==> config.mk <==
export PLATFORM = sky130hd
export DESIGN_NAME = bp_be_fwd_pipe
export DESIGN_NICKNAME = d
export VERILOG_FILES = /design/src/rtl/bp_be_fwd_pipe.sv
export SDC_FILE = /design/constraint.sdc
export NUM_CORES = 1
export LEC_CHECK = 0
export CAP_MARGIN = 20
export CORE_AREA = 2 2 251 253
export DETAILED_ROUTE_END_ITERATION = 7
export DIE_AREA = 0 0 253 255
export HOLD_SLACK_MARGIN = 0.03
export SYNTH_ARGS = -nofsm -noshare
export SYNTH_HDL_FRONTEND = slang
export SYNTH_SLANG_ARGS = --single-unit
==> constraint.sdc <==
create_clock -name clk_i -period 2.13 [get_ports clk_i]
set_clock_uncertainty 0.1 [all_clocks]
set_input_delay 0.426 -clock clk_i [delete_from_list [all_inputs] [get_ports clk_i]]
set_output_delay 0.426 -clock clk_i [all_outputs]
set_load 0.03 [all_outputs]
==> src/rtl/bp_be_fwd_pipe.sv <==
// Result-tracking pipe: per-stage rd writes for the bypass network,
// RAW hazard flags on unproduced results, and register-file writeback.
package bp_be_fwd_pkg;
    typedef enum logic [0:0] {e_bp_default_cfg} bp_params_e;

    function automatic int reg_addr_width(bp_params_e cfg);
        unique case (cfg)
            e_bp_default_cfg: return 5;
            default:          return 5;
        endcase
    endfunction

    function automatic int dpath_width(bp_params_e cfg);
        unique case (cfg)
            e_bp_default_cfg: return 64;
            default:          return 64;
        endcase
    endfunction
endpackage

module bp_be_fwd_pipe
    import bp_be_fwd_pkg::*;
#(
    parameter bp_params_e bp_params_p = e_bp_default_cfg,
    parameter int depth_p = 4,
    parameter int els_p = 2,
    localparam int reg_addr_width_p = reg_addr_width(bp_params_p),
    localparam int dpath_width_p = dpath_width(bp_params_p)
) (
    input  logic                                 clk_i,
    input  logic                                 reset_i,
    input  logic                                 iss_v_i,
    input  logic                                 iss_rd_w_v_i,
    input  logic [reg_addr_width_p-1:0]          iss_rd_addr_i,
    input  logic [depth_p-1:0]                   res_v_i,
    input  logic [depth_p*dpath_width_p-1:0]     res_data_i,
    input  logic [depth_p-1:0]                   kill_i,
    input  logic [els_p*reg_addr_width_p-1:0]    chk_addr_i,
    output logic [els_p-1:0]                     hazard_o,
    output logic [depth_p-1:0]                   fwd_rd_v_o,
    output logic [depth_p*reg_addr_width_p-1:0]  fwd_rd_addr_o,
    output logic [depth_p*dpath_width_p-1:0]     fwd_rd_o,
    output logic                                 wb_v_o,
    output logic [reg_addr_width_p-1:0]          wb_addr_o,
    output logic [dpath_width_p-1:0]             wb_data_o,
    output logic                                 error_o
);
    localparam int L = depth_p - 1;
    localparam int AW = reg_addr_width_p;
    localparam int DW = dpath_width_p;

    logic [depth_p-1:0] v_q, w_q, dv_q;
    logic [AW-1:0]      addr_q [depth_p];
    logic [DW-1:0]      data_q [depth_p];
    logic               err_q;

    logic [depth_p-1:0] pend;
    logic [L-1:0]       cap;
    logic               err_now;

    assign pend = v_q & w_q & ~dv_q;
    // Kill wins over a same-cycle result; first result wins over later ones.
    assign cap  = res_v_i[L-1:0] & pend[L-1:0] & ~kill_i[L-1:0];

    always_ff @(posedge clk_i) begin
        if (reset_i) begin
            v_q   <= '0;
            w_q   <= '0;
            dv_q  <= '0;
            err_q <= 1'b0;
            for (int k = 0; k < depth_p; k++) begin
                addr_q[k] <= '0;
                data_q[k] <= '0;
            end
        end else begin
            v_q[0]    <= iss_v_i;
            w_q[0]    <= iss_v_i & iss_rd_w_v_i & (iss_rd_addr_i != '0);
            addr_q[0] <= iss_rd_addr_i;
            dv_q[0]   <= 1'b0;
            data_q[0] <= '0;
            for (int k = 0; k < L; k++) begin
                v_q[k+1]    <= v_q[k] & ~kill_i[k];
                w_q[k+1]    <= w_q[k];
                addr_q[k+1] <= addr_q[k];
                dv_q[k+1]   <= dv_q[k] | cap[k];
                data_q[k+1] <= cap[k] ? res_data_i[k*DW +: DW] : data_q[k];
            end
            if (err_now) begin
                err_q <= 1'b1;
            end
        end
    end

    always_comb begin
        fwd_rd_v_o    = v_q & w_q & dv_q;
        fwd_rd_addr_o = '0;
        fwd_rd_o      = '0;
        for (int k = 0; k < depth_p; k++) begin
            fwd_rd_addr_o[k*AW +: AW] = addr_q[k];
            fwd_rd_o[k*DW +: DW]      = data_q[k];
        end
    end

    always_comb begin
        hazard_o = '0;
        for (int j = 0; j < els_p; j++) begin
            for (int k = 0; k < depth_p; k++) begin
                if (pend[k] && addr_q[k] == chk_addr_i[j*AW +: AW]
                    && chk_addr_i[j*AW +: AW] != '0) begin
                    hazard_o[j] = 1'b1;
                end
            end
        end
    end

    // Reset must suppress a writeback already sitting in the last stage.
    assign wb_v_o    = ~reset_i & v_q[L] & w_q[L] & ~kill_i[L]
                     & (dv_q[L] | res_v_i[L]);
    assign wb_addr_o = addr_q[L];
    assign wb_data_o = dv_q[L] ? data_q[L] : res_data_i[L*DW +: DW];

    assign err_now = ~reset_i & pend[L] & ~res_v_i[L] & ~kill_i[L];
    assign error_o = err_q | err_now;
endmodule

==> report_table.html <==
<table>
<tr><th>Metric</th><th>Value</th></tr>
<tr><th colspan="2">Timing</th></tr>
<tr><td>Transition time at the pin with the least slew margin</td><td>between 0.6 and 0.7 ns</td></tr>
<tr><td>Share of the cycle needed by the critical path after routing</td><td>1.13</td></tr>
<tr><td>Setup repair after global routing missed its margin</td><td>true</td></tr>
<tr><td>Worst Setup Slack, final</td><td>-0.269 ns</td></tr>
<tr><td>Count of final setup violators</td><td>slightly below 70</td></tr>
<tr><td>Final number of hold-violating endpoints</td><td>0</td></tr>
<tr><td>Maximum achievable frequency</td><td>roughly 420 MHz</td></tr>
<tr><td>Final-report max-slew violation count</td><td>0</td></tr>
<tr><td>Worst hold slack</td><td>0.286 ns</td></tr>
<tr><td>Worst max-slew margin expressed relative to the limit</td><td>0.536</td></tr>
<tr><td>Fin crit period</td><td>between 2 and 2.5 ns</td></tr>
<tr><th colspan="2">Floorplanning</th></tr>
<tr><td>Core Region</td><td>slightly above 60000 um2</td></tr>
<tr><td>Row cnt</td><td>92</td></tr>
<tr><td># IOs</td><td>~640</td></tr>
<tr><td>Die Wd</td><td>about 250 um</td></tr>
<tr><td>Full die area</td><td>around 65000 um2</td></tr>
<tr><td>Vertical die dimension</td><td>between 200 and 300 um</td></tr>
<tr><td>Initial cell density of the core</td><td>0.145</td></tr>
<tr><th colspan="2">Pwr</th></tr>
<tr><td>Overall power consumption</td><td>10.2 mW</td></tr>
<tr><td>PwrDens</td><td>slightly below 600 nW/um2</td></tr>
<tr><td>Power dissipated by switching net loads</td><td>between 2 and 2.5 mW</td></tr>
<tr><td>Combinational Power Share</td><td>0.129</td></tr>
<tr><td>Switching part of the total</td><td>0.243</td></tr>
<tr><td>Cell internal power dissipation</td><td>between 7 and 8 mW</td></tr>
<tr><td>Clock group share of total power</td><td>0.457</td></tr>
<tr><td>Leakage power figure</td><td>8.01 nW</td></tr>
<tr><td>Proportion of power drawn by flip-flops and latches</td><td>0.414</td></tr>
<tr><td>Largest voltage drop on the vdd net</td><td>slightly below 0.5 mV</td></tr>
<tr><th colspan="2">Critical path</th></tr>
<tr><td>Kind of critical path</td><td>flip-flop to output port</td></tr>
<tr><td>Longest individual stage delay on the worst path</td><td>0.37 ns</td></tr>
<tr><td>Arrival time worst endpoint</td><td>between 1.5 and 2 ns</td></tr>
<tr><td>Slowest cell on the critical path</td><td>dfxtp_2</td></tr>
<tr><td>Maximum fanout along the worst path</td><td>4</td></tr>
<tr><td>Critical Path End Type</td><td>output port</td></tr>
<tr><td>Required time of the critical path</td><td>roughly 1.6 ns</td></tr>
<tr><td>Cell chain of the critical path</td><td>xor2_1 -&gt; nor4_2 -&gt; a31oi_1 -&gt; a21oi_2 -&gt; buf_6</td></tr>
<tr><td>Critical Path Start Type</td><td>flip-flop</td></tr>
<tr><th colspan="2">Drt</th></tr>
<tr><td>Routed length per instance</td><td>between 15 and 20 um</td></tr>
<tr><td>Via-per-instance ratio</td><td>around 3.7</td></tr>
<tr><td>Number of search-and-repair iterations in the first detailed-routing pass</td><td>5</td></tr>
<tr><td>Drt initial violations</td><td>382</td></tr>
<tr><td>Post-route DRC</td><td>0</td></tr>
<tr><td>Antenna Violating Nets Remaining</td><td>0</td></tr>
<tr><td>Routed vias</td><td>between 8000 and 9000</td></tr>
<tr><td>Final WL</td><td>43000 um</td></tr>
<tr><th colspan="2">Finish</th></tr>
<tr><td>Final net count</td><td>approximately 1900</td></tr>
<tr><td>Final design utilization</td><td>0.277</td></tr>
<tr><td>Number of diodes added for antenna fixing</td><td>0</td></tr>
<tr><td>Ratio of cells with drive above 1 in the final layout</td><td>0.178</td></tr>
<tr><td>Area overhead of the layout relative to synthesis</td><td>90.8%</td></tr>
<tr><th colspan="2">Global route</th></tr>
<tr><td>Met3 layer usage reported by global route</td><td>0.0289</td></tr>
<tr><td>Global-route wire length before repair</td><td>between 50000 and 60000 um</td></tr>
<tr><td>Number of antenna violations at the first check in global routing</td><td>2</td></tr>
<tr><td>GR met2 Demand/Resource</td><td>0.211</td></tr>
<tr><td>Layer with the highest usage after global routing</td><td>met2</td></tr>
<tr><td>Total GRT Usage</td><td>0.119</td></tr>
<tr><td>Fraction of met1 tracks used by global routing</td><td>0.141</td></tr>
<tr><td>Vias in the first global route</td><td>8992</td></tr>
<tr><td>Leftover overflow at the end of global routing</td><td>0</td></tr>
<tr><td>Largest net degree at the start of global routing</td><td>96</td></tr>
<tr><th colspan="2">Outcome</th></tr>
<tr><td>Failing checks</td><td>setup timing</td></tr>
<tr><td>Result of the run</td><td>finished, violations left</td></tr>
<tr><th colspan="2">Logic synthesis</th></tr>
<tr><td>Synth warnings</td><td>0</td></tr>
<tr><td>Post-synthesis instance total</td><td>992</td></tr>
<tr><td>Distinct cell type count after synthesis</td><td>29</td></tr>
<tr><td>Flip-flop and latch count after synthesis</td><td>between 200 and 250</td></tr>
<tr><td>Post-Synthesis Mean Instance Area</td><td>9.10 um2</td></tr>
<tr><td>Syn Std Cell Area</td><td>9020 um2</td></tr>
<tr><td>Seq/Total Area, Yosys</td><td>0.497</td></tr>
<tr><th colspan="2">Clock network</th></tr>
<tr><td>Number of clock sinks</td><td>224</td></tr>
<tr><td>CTS root buffer</td><td>clkbuf_16</td></tr>
<tr><td>CTS tree</td><td>built</td></tr>
<tr><td>Clock buffers created by TritonCTS</td><td>27</td></tr>
<tr><td>CTS clk-pin slew, worst paths</td><td>roughly 0.06 ns</td></tr>
<tr><td>H-tree depth reported by CTS</td><td>1</td></tr>
<tr><td>Maximum count of clock buffers along a single path</td><td>3</td></tr>
<tr><td>Clock latency on the worst-skew pair</td><td>0.55 ns</td></tr>
<tr><th colspan="2">Min path</th></tr>
<tr><td>Worst min path class</td><td>primary input to flip-flop</td></tr>
<tr><th colspan="2">Placed design</th></tr>
<tr><td>Pre-CTS setup slack</td><td>-0.378 ns</td></tr>
<tr><td>HPWL Detailed</td><td>approximately 31000 um</td></tr>
<tr><td>Number of buffers added on ports</td><td>570</td></tr>
<tr><td>Routability-driven placement congestion ratio</td><td>roughly 0.9</td></tr>
<tr><th colspan="2">Run</th></tr>
<tr><td>Max-capacitance violation count</td><td>0</td></tr>
</table>
==> through the flow <==
stage	std cells	setup TNS (ns)	area, um2
2_1_floorplan	1056	0	9280
3_3_place_gp	2325	-0.707	15400
3_5_place_dp	2325	-0.720	15400
4_1_cts	2390	-12.67	16900
5_1_grt	2397	-13.98	17200
6_report	2397	-9.67	17200
==> critical path, delay by kind of cell (launching register included) <==
family,cells,cell delay [ns]
buffers and inverters,1,0.15
flip-flops,1,0.37
AO/OA/AOI/OAI,2,0.33
XOR/XNOR,1,0.19
AND/OR/NAND/NOR,1,0.30
==> final timing paths <==
path,startpoint,to,slack [ns],cells past startpoint
setup reg to reg,dv_q[2],data_q[3][34],0.29,6
hold reg to reg,w_q[0],w_q[1],0.35,1
setup / recovery,addr_q[3][3],hazard_o[0],-0.27,5
hold / removal,reset_i,w_q[3],0.29,3
==> registers in the layout (all words and copies together) (netlist names) <==
signal  flops
data_q    192
addr_q     20
v_q         4
w_q         4
dv_q        3
err_q       1
==> cell usage in the layout, fill, tap and decap left out, drive strengths merged, types with 46 or more instances in the layout <==
cell type / count
and2: 64
dfxtp: 224
conb: 65
buf: 129
clkdlybuf4s50: 297
dlymetal6s2s: 46
mux2: 64
dlygate4sd2: 157
a21oi: 131
nand2: 259
==> power by group through the flow <==
stage                     registers (mW)  logic, mW  clock network, mW
final                               4.24       1.33               4.68
after global routing                4.24       1.39               4.97
after CTS                           4.24       1.30               4.84
after detailed placement            4.33       1.23                  0
after global placement              4.34       1.22                  0
after floorplan                     4.36      0.580                  0
==> layer usage <==
layer  vias up  share of wire
met4         2          0.025
met3        55          0.073
li1       4247              -
met5         -        0.00037
met1      4259           0.40
met2       413           0.50
==> Yosys cell counts <==
library cell,count,area share
a21o_1,1,0.00083
a21oi_1,131,0.073
a31oi_1,4,0.0028
and2_1,64,0.044
and3_1,3,0.0021
buf_1,3,0.0012
buf_2,9,0.0050
buf_4,80,0.067
buf_6,14,0.017
clkbuf_1,28,0.012
clkbuf_2,6,0.0033
conb_1,1,0.00042
dfxtp_1,224,0.50
mux2_2,64,0.080
nand2_1,249,0.10
nand2_2,10,0.0069
nand3b_4,2,0.0044
nand4_1,4,0.0028
nor2_1,9,0.0037
nor2b_1,25,0.017
nor3_1,6,0.0033
nor3b_1,3,0.0025
nor3b_2,2,0.0028
nor4_1,5,0.0035
nor4b_2,1,0.0017
or3b_1,2,0.0019
or4_1,2,0.0017
xnor2_1,22,0.021
xor2_1,18,0.017
==> logic make-up (layout without fill, tap and decap cells) <==
family | after synthesis | in the layout | share of synthesized area
AOI/OAI and AO/OA | 136 | 136 | 0.0763
xor gates and xnor gates | 40 | 40 | 0.0388
buffers and inverters | 140 | 682 | 0.105
DFF | 224 | 224 | 0.497
muxes | 64 | 64 | 0.0799
other | 1 | 65 | 0.000416
and+or+nand+nor | 387 | 387 | 0.203
==> repair_timing <==
item,in CTS,in global routing
cloned,6,4
pin swaps,4,9
endpoints found under the setup margin,214,111
hold endpoints to repair,2,0
hold buffers,1,0
buffers inserted,9,7
gates resized for setup,305,82
==> cell type report <==
cell class                 count  area, um2
fill                        6584      44900
tap                          799       1000
timing repair buffer         633       6640
clock buffer                  41        798
sequential                   224       4520
multi-input combinational    692       4170
clock inverter                 8       96.3
(Power assumes the default switching activity.)
